File: src/rtl/updown_count_scheduler.sv
// -----------------------------------------------------------------------------
// updown_count_scheduler
//
// Purpose:
//   Owns one shared WIDTH-bit up/down count register and time-shares it
//   between two requesters. A round-robin arbiter picks a winner. The FSM then
//   applies the winner's run of N steps (+1 or -1), one step per clock.
//
// Optional feature:
//   Macro UPDOWN_COUNT_SCHED_SAT_EN
//     defined   : counting clamps at 0 and 2^WIDTH-1 instead of wrapping.
//                 sat is set on the first clamped step and is cleared when the
//                 next run is granted.
//     undefined : counting wraps modulo 2^WIDTH and sat is tied to 0.
//
// Ports:
//   clk      in   1        rising-edge clock
//   rst      in   1        synchronous reset, active low
//   req      in   2        per-requester run request, held until its done pulse
//   req_dir  in   2        per-requester direction (1 = up, 0 = down)
//   req_len  in   2*WIDTH  per-requester step count, slice i*WIDTH +: WIDTH
//   gnt      out  2        one-hot grant, high in GRANT, RUN and DONE
//   done     out  2        one-cycle pulse to the served requester
//   busy     out  1        high whenever the FSM is not idle
//   out      out  WIDTH    shared count value
//   sat      out  1        saturation-hit flag
// -----------------------------------------------------------------------------
module updown_count_scheduler #(
    parameter int WIDTH = 4
) (
    input  logic               clk,
    input  logic               rst,
    input  logic [1:0]         req,
    input  logic [1:0]         req_dir,
    input  logic [2*WIDTH-1:0] req_len,
    output logic [1:0]         gnt,
    output logic [1:0]         done,
    output logic               busy,
    output logic [WIDTH-1:0]   out,
    output logic               sat
);

    typedef enum logic [1:0] {S_IDLE, S_GRANT, S_RUN, S_DONE} state_t;

    localparam logic [WIDTH-1:0] ONE = {{(WIDTH-1){1'b0}}, 1'b1};

    state_t           r_state;
    logic             r_w;      // requester being served
    logic             r_dir;    // latched direction of the current run
    logic             r_rr;     // requester that wins when both ask
    logic [WIDTH-1:0] r_rem;    // steps still to apply
    logic [WIDTH-1:0] r_out;
    logic [1:0]       r_gnt;
    logic [1:0]       r_done;
    logic             r_busy;

    logic             w_win;
    logic [WIDTH-1:0] w_len;
    logic [1:0]       w_sel;

    // A lone requester always wins. Under contention, the round-robin pointer wins.
    assign w_win = (req == 2'b11) ? r_rr : req[1];
    assign w_len = w_win ? req_len[2*WIDTH-1:WIDTH] : req_len[WIDTH-1:0];
    assign w_sel = r_w ? 2'b10 : 2'b01;

    // One step of the shared count. With saturation enabled, a step past
    // either end holds the value.
    function automatic logic [WIDTH-1:0] f_step(input logic [WIDTH-1:0] v,
                                                input logic up);
`ifdef UPDOWN_COUNT_SCHED_SAT_EN
        if (f_clamp(v, up)) return v;
`endif
        return up ? (v + ONE) : (v - ONE);
    endfunction

`ifdef UPDOWN_COUNT_SCHED_SAT_EN
    function automatic logic f_clamp(input logic [WIDTH-1:0] v, input logic up);
        return (up && (&v)) || (!up && ~(|v));
    endfunction

    logic r_sat;
    assign sat = r_sat;
`else
    assign sat = 1'b0;
`endif

    always_ff @(posedge clk) begin
        if (!rst) begin
            r_state <= S_IDLE;
            r_out   <= '0;
            r_gnt   <= 2'b00;
            r_done  <= 2'b00;
            r_busy  <= 1'b0;
            r_rr    <= 1'b0;
`ifdef UPDOWN_COUNT_SCHED_SAT_EN
            r_sat   <= 1'b0;
`endif
        end else begin
            case (r_state)
                S_IDLE: begin
                    if (|req) begin
                        r_w     <= w_win;
                        r_dir   <= req_dir[w_win];
                        r_rem   <= w_len;
                        r_gnt   <= w_win ? 2'b10 : 2'b01;
                        r_busy  <= 1'b1;
                        r_state <= S_GRANT;
`ifdef UPDOWN_COUNT_SCHED_SAT_EN
                        r_sat   <= 1'b0;
`endif
                    end
                end
                S_GRANT: begin
                    // A zero-length run skips RUN entirely and leaves the count untouched.
                    if (r_rem == '0) begin
                        r_done  <= w_sel;
                        r_state <= S_DONE;
                    end else begin
                        r_state <= S_RUN;
                    end
                end
                S_RUN: begin
                    r_out <= f_step(r_out, r_dir);
`ifdef UPDOWN_COUNT_SCHED_SAT_EN
                    if (f_clamp(r_out, r_dir)) r_sat <= 1'b1;
`endif
                    r_rem <= r_rem - ONE;
                    if (r_rem == ONE) begin
                        r_done  <= w_sel;
                        r_state <= S_DONE;
                    end
                end
                S_DONE: begin
                    r_done  <= 2'b00;
                    r_gnt   <= 2'b00;
                    r_busy  <= 1'b0;
                    r_rr    <= ~r_w;   // favour the requester not just served
                    r_state <= S_IDLE;
                end
                default: r_state <= S_IDLE;
            endcase
        end
    end

    assign gnt  = r_gnt;
    assign done = r_done;
    assign busy = r_busy;
    assign out  = r_out;

endmodule
File: config.mk
export PLATFORM = sky130hd
export DESIGN_NAME = updown_count_scheduler
export DESIGN_NICKNAME = d
export VERILOG_FILES = /design/src/rtl/updown_count_scheduler.sv
export SDC_FILE = /design/constraint.sdc
export NUM_CORES = 1
export LEC_CHECK = 0
export CORE_ASPECT_RATIO = 1.25
export CORE_MARGIN = 8
export CORE_UTILIZATION = 40
export DETAILED_ROUTE_END_ITERATION = 10
export GPL_TIMING_DRIVEN = 0
export PLACE_DENSITY_LB_ADDON = 0.12
export SETUP_SLACK_MARGIN = 0.15
export SLEW_MARGIN = 25
export SYNTH_ARGS = -nofsm -noshare
export SYNTH_HDL_FRONTEND = slang
export SYNTH_SLANG_ARGS = --single-unit
File: constraint.sdc
create_clock -name clk -period 1.55 [get_ports clk]
set_input_delay 0.31 -clock clk [delete_from_list [all_inputs] [get_ports clk]]
set_output_delay 0.31 -clock clk [all_outputs]
set_load 0.02 [all_outputs]
==> key figures, run 1 <==
Layout
  • Antenna diode count: 0
  • Most frequent cells in the layout: nand2_1, buf_4, clkdlybuf4s50_1
  • Most common cell after layout, fill and taps aside: nand2_1
  • Final Core Density: 59.79%
  • Fillcell total: 225
  • Nets: 170
  • Final cell count without fillers: 179
  • Post-route cell area: 0.001555 mm²
  • P&R area growth vs syn: 47.27%
  • Share of post-route cells with drive strength above 1: 31.03%

Clock network
  • Clock root cell: clkbuf_4
  • Clk_lat worst skew: 0.30 ns
  • # clock sinks: 18
  • Clock Path Buffers: 2
  • CTS Buf Count: 3
  • Hold_buf cts: 0
  • TritonCTS clock tree: yes
  • CTS clk-pin slew, worst paths: 0.11 ns
  • H-tree depth: 1

Worst setup path
  • Crit Reg-Reg Startpoint: r_rem[0]
  • Crit-path slowest cell: edfxtp_1
  • CP top delay family: compound AO/OA/AOI/OAI gates
  • Arrival time worst endpoint: 1.86 ns
  • Crit end category: register
  • Slowest stage delay, CP: 0.39 ns
  • R2R setup slack: -0.10 ns
  • R2R Path End: r_state[0]
  • CP Buf/Inv Count: 1
  • CP max FO: 3
  • Crit start category: register
  • CP Data Required Time: 1.76 ns
  • CP Cell Sequence: buf_4, ha_1, or3b_4, a21bo_1, o32ai_1
  • Worst R2R Path Depth: 5
  • Crit Path Category: register to register
  • Number of cells on the critical path: 5

Timing
  • Layout Skew: 0.002438 ns
  • FMAX: 605.6 MHz
  • Hold WS: 0.3332 ns
  • Final setup fails: 4
  • RSZ-0062 raised after global routing: yes
  • Tcrit/Tclk final: 106.5%
  • Hold Vio Cnt, Final: 0
  • TNS Setup: -0.3459 ns
  • Final Slew Violations: 0
  • Final worst slack: -0.1013 ns
  • Tmin final: 1.651 ns

GRT
  • Gr usage total: 11.47%
  • Largest net degree at the start of global routing: 11
  • Vias in the first global route: 897
  • First-pass GRT wire length: 3.967 mm
  • Grt total ovfl: 0
  • Initial antenna violation count: 0

Placed design
  • Routability Congestion: 0.7606
  • Port Buf Inserts: 21
  • Post-DP HPWL: 1.692 mm
  • DP Worst Slack: -0.3389 ns
  • Post-Place Cells: 162
  • DP Area: 0.001360 mm²

Floorplan
  • Die area: 0.004550 mm²
  • Placeable Area: 0.002601 mm²
  • Die extent in y: 73.45 µm
  • Die Wd: 61.96 µm
  • Starting density of the core: 40.60%
  • Floorplan row count: 21
  • Io pins: 24

Hold path
  • Depth of the worst hold-timing path: 3
  • Worst min path class: input pin to register
  • Hold EP: done[1]
  • Source of the worst hold timing path: rst

Yosys
  • Area contributors post-synth: dfxtp_1, edfxtp_1, ha_1, mux2i_1, nand2_1
  • Largest area contributor in the synthesized netlist: dfxtp_1
  • Ys Warns: 0
  • Asr flop ratio synth: 0%
  • Register area share after synthesis: 39.81%
  • Yosys reg bits: 18
  • Area share of the largest cell type after synthesis: 22.75%
  • Distinct cells, synth: 34
  • Cell Area, Synth: 0.001056 mm²
  • Syn nets: 131
  • EDFF count, synth: 6
  • Avg Cell Area, Syn: 9.869 µm²
  • Synth Instances: 107
  • Post-synth top flop: dfxtp_1

Run status
  • Run status: complete, but fails checks
  • Failing checks: negative setup slack

Drt
  • Final antenna-violating net count: 0
  • DRT iter0 DRCs: 17
  • Final WL: 2.388 mm
  • Via/cell ratio: 4.911
  • Pre-antenna DRT Iters: 6
  • Per-cell routed wire length: 13.34 µm
  • DRC Markers: 0
  • Via count: 879

Pwr
  • Maximum vdd drop: 0.0008883 V
  • Power, Total: 2.642 mW
  • Power density cells: 1699 mW/mm²
  • Static Leak: 0.6860 nW

Job
  • Max-cap violations: 0
## cell families after synthesis
group	share of synthesized area (%)
flops	39.81
mux	9.479
buf+inv	4.858
simple gates	14.10
other cells	0.3551
fa+ha+maj	12.56
compound gates	15.52
xor+xnor	3.318
## routing by layer
layer  wire [µm]  vias to the layer above  global-route usage, %
li1            -                      446                      -
met1         939                      413                  12.41
met2        1310                       15                  20.16
met3          88                        5                  1.751
met4          50                        0                  6.091
met5           0                        -                      0
## worst reg2reg max path: stages (launching register included)
cell and delay [ns]:
edfxtp_1 0.39, buf_4 0.13, ha_1 0.13, or3b_4 0.39
a21bo_1 0.22, o32ai_1 0.29
## cell type report
class                      instances  area, µm²  area share (%)
buffer                             4      41.29           2.655
clock buffer                       4      36.28           2.333
inverter                           8      35.03           2.253
multi-input combinational         77      665.6           42.80
sequential                        18      427.9           27.51
tap                               34      42.54           2.735
timing repair buffer              34      306.5           19.71
## where the power goes
group	switching (mW)	internal (mW)	leakage, nW
Sequential	0.132	0.682	0.157
Combinational	0.730	0.792	0.508
Clock	0.162	0.143	0.0210
## worst max path at each step
stage | from | end | slack, ns
after detailed placement | req[0] | r_rem[2] | -0.34
after CTS | r_rem[0] | done[1] | -0.10
after global routing | r_rem[1] | r_state[0] | -0.20
after global placement | req[0] | r_rem[2] | -0.32
after floorplan | r_rem[0] | done[1] | -0.02
final | r_rem[0] | r_state[0] | -0.10
## repair_timing
item                       CTS  global route
setup endpoints to repair   24            20
resized for setup           24            14
pin swaps                    5             5
gates cloned                 0             0
buffers inserted            11             2
## Yosys cell counts, types with 2 or more instances
| cell type | number |
|---|---|
| or3b_4 | 2 |
| o21ai_0 | 6 |
| nand2_1 | 14 |
| a21oi_1 | 3 |
| dfxtp_1 | 12 |
| ha_1 | 9 |
| buf_2 | 2 |
| nor2_1 | 9 |
| xor2_1 | 2 |
| xnor2_1 | 2 |
| a211oi_1 | 2 |
| edfxtp_1 | 6 |
| mux2i_1 | 10 |
| o211a_1 | 2 |
| inv_1 | 7 |
## registers in the layout, summed over array words and instances (netlist names)
register	count
r_dir	1
r_state	2
r_w	1
r_rem	4
out	4
busy	1
r_rr	1
done	2
gnt	2
Power figures use the tool's default switching activity.
==> inputs of run 2 (changes only) <==
Settings changed: CELL_PAD_IN_SITES_DETAIL_PLACEMENT set to 0, CELL_PAD_IN_SITES_GLOBAL_PLACEMENT set to 2, CORE_UTILIZATION 40 to 27, TNS_END_PERCENT set to 10.
Clock period 1.55 ns to 1.43 ns, I/O delays scaled along.
==> run 2 against run 1 <==
Against the previous run: the run still ends with negative setup slack left; clock power increased by 39%; die area increased by 36%; wire length decreased by 0.71%; final cell count decreased by 1.7%; worst setup slack got worse by 0.11 ns; count of clock-buffer cells in the layout unchanged; total power increased by 3.6%; fmax increased by 0.87%; critical path depth increased by 1; hold slack improved by 0.039 ns; critical path type unchanged; largest power group unchanged.
==> key figures, run 2 (synthesis gave the netlist of run 1 again) <==
Pwr
  • Static Leak: 0.6334 nW
  • Power density cells: 1859 mW/mm²
  • Maximum vdd drop: 0.0005828 V

Worst setup path
  • Crit Path Category: register to register
  • Crit Reg-Reg Startpoint: r_rem[0]
  • Worst R2R Path Depth: 6
  • R2R Path End: r_state[0]
  • Crit path launch: r_rem[0]
  • CP Data Required Time: 1.56 ns
  • Crit end category: register
  • CP Capture Point: r_state[0]
  • CP Cell Sequence: buf_4, ha_1, or3b_4, a21bo_4, a31oi_1, o32ai_1
  • Slowest stage delay, CP: 0.40 ns
  • Arrival time worst endpoint: 1.77 ns
  • R2R setup slack: -0.21 ns
  • CP max FO: 3
  • Crit start category: register
  • Crit-path slowest cell: or3b_4

Clock network
  • # clock sinks: 18
  • Clock root cell: clkbuf_8
  • Clock Path Buffers: 2
  • H-tree depth: 1
  • TritonCTS clock tree: yes
  • CTS Buf Count: 3
  • Hold_buf cts: 0
  • CTS clk-pin slew, worst paths: 0.07 ns
  • Clk_lat worst skew: 0.25 ns

GRT
  • Initial antenna violation count: 0
  • Grt total ovfl: 0
  • Gr usage total: 8.264%
  • Largest net degree at the start of global routing: 11
  • First-pass GRT wire length: 4.029 mm
  • Vias in the first global route: 890

Job
  • Max-cap violations: 0

Layout
  • Most frequent cells in the layout: clkdlybuf4s50_1, nand2_1, mux2i_1, dfxtp_1, nor2_1
  • Nets: 161
  • Most common cell after layout, fill and taps aside: clkdlybuf4s50_1
  • Fillcell total: 403
  • Antenna diode count: 0
  • P&R area growth vs syn: 39.45%
  • Multi-input gate area: 640.6 µm²
  • Register Area: 425.4 µm²
  • Share of post-route cells with drive strength above 1: 22.79%

Floorplan
  • Placeable Area: 0.003754 mm²
  • Io pins: 24
  • Die area: 0.006181 mm²
  • Floorplan row count: 25
  • Die Wd: 71.94 µm
  • Die extent in y: 85.92 µm
  • Starting density of the core: 28.13%

Timing
  • Final Slew Violations: 0
  • Layout Skew: 0.002672 ns
  • FMAX: 610.8 MHz
  • Tmin final: 1.637 ns
  • Hold WS: 0.3723 ns
  • Final setup fails: 16
  • Final worst slack: -0.2071 ns
  • Tcrit/Tclk final: 114.5%
  • Hold Vio Cnt, Final: 0
  • RSZ-0062 raised after global routing: yes

Drt
  • DRC Markers: 0
  • Final WL: 2.371 mm
  • DRT iter0 DRCs: 36
  • Via count: 821
  • Pre-antenna DRT Iters: 4
  • Via/cell ratio: 4.665
  • Per-cell routed wire length: 13.47 µm
  • Final antenna-violating net count: 0

Run status
  • Run status: complete, but fails checks
  • Failing checks: negative setup slack

Placed design
  • DP Worst Slack: -0.4254 ns
  • Port Buf Inserts: 21
  • Post-DP HPWL: 1.853 mm
  • Routability Congestion: 0.7473

Hold path
  • Worst min path class: input pin to register
run 2: changes by cell type in the layout (fill, tap and decap cells not counted), moves of 3 or more:
cell             delta
buf_4               -6
clkbuf_4            -3
clkdlybuf4s50_1     +7
dlygate4sd2_1       -8
run 2: metrics by stage:
step / cell area, µm² / util (%) / total power [mW] / cells / setup TNS [ns]
floorplan: 1065 / - / 1.729 / 107 / -0.8733
global placement: 1325 / 35.30 / 2.117 / 168 / -5.184
detailed placement: 1325 / 35.30 / 2.135 / 168 / -5.457
CTS: 1458 / 38.83 / 2.768 / 176 / -2.546
global route: 1473 / 39.23 / 2.960 / 176 / -2.271
finish: 1473 / 39.23 / 2.738 / 176 / -1.235
run 2: cell type report:
| class | instances | area share [%] |
|---|---|---|
| Sequential cell | 18 | 28.89 |
| Inverter | 8 | 2.039 |
| Multi-Input combinational cell | 77 | 43.50 |
| Tap cell | 40 | 3.398 |
| Timing Repair Buffer | 25 | 16.31 |
| Clock buffer | 4 | 3.738 |
| Buffer | 4 | 2.124 |
run 2: worst max-delay path: cells and delay by family, from the launching register on:
kind                     cells  cell delay, ns
AO/OA/AOI/OAI                3            0.48
adder cells (fa/ha/maj)      1            0.13
flip-flops                   1            0.37
AND/OR/NAND/NOR              1            0.40
buffers and inverters        1            0.13
run 2: worst min path at each step:
stage                     depth (start not counted)    start  slack [ns]      end
after floorplan                                   2   req[0]        0.46   gnt[0]
final                                             3      rst        0.37  done[1]
after global placement                            2  done[0]        0.44  done[0]
after detailed placement                          2     busy        0.45     busy
after global routing                              3      rst        0.39  done[1]
after CTS                                         3      rst        0.37  done[1]
run 2: where the power goes:
| group | leakage (nW) | internal (mW) | switching [mW] | total, mW |
|---|---|---|---|---|
| clock | 0.0288 | 0.244 | 0.180 | 0.424 |
| sequential | 0.156 | 0.734 | 0.145 | 0.880 |
| combinational | 0.448 | 0.722 | 0.712 | 1.43 |
run 2: routing by layer:
metal  global-route usage [%]  wire [µm]  up-vias
met5                        0          0        -
met4                    2.793         27        0
met3                    2.217         88        2
met2                    14.87       1271       15
met1                    8.986        984      377
li1                         -          -      427
run 2: what timing repair did:
item | CTS | global route
setup endpoints to repair | 29 | 30
resized for setup | 15 | 10
pin swaps | 6 | 3
buffers inserted | 4 | 0
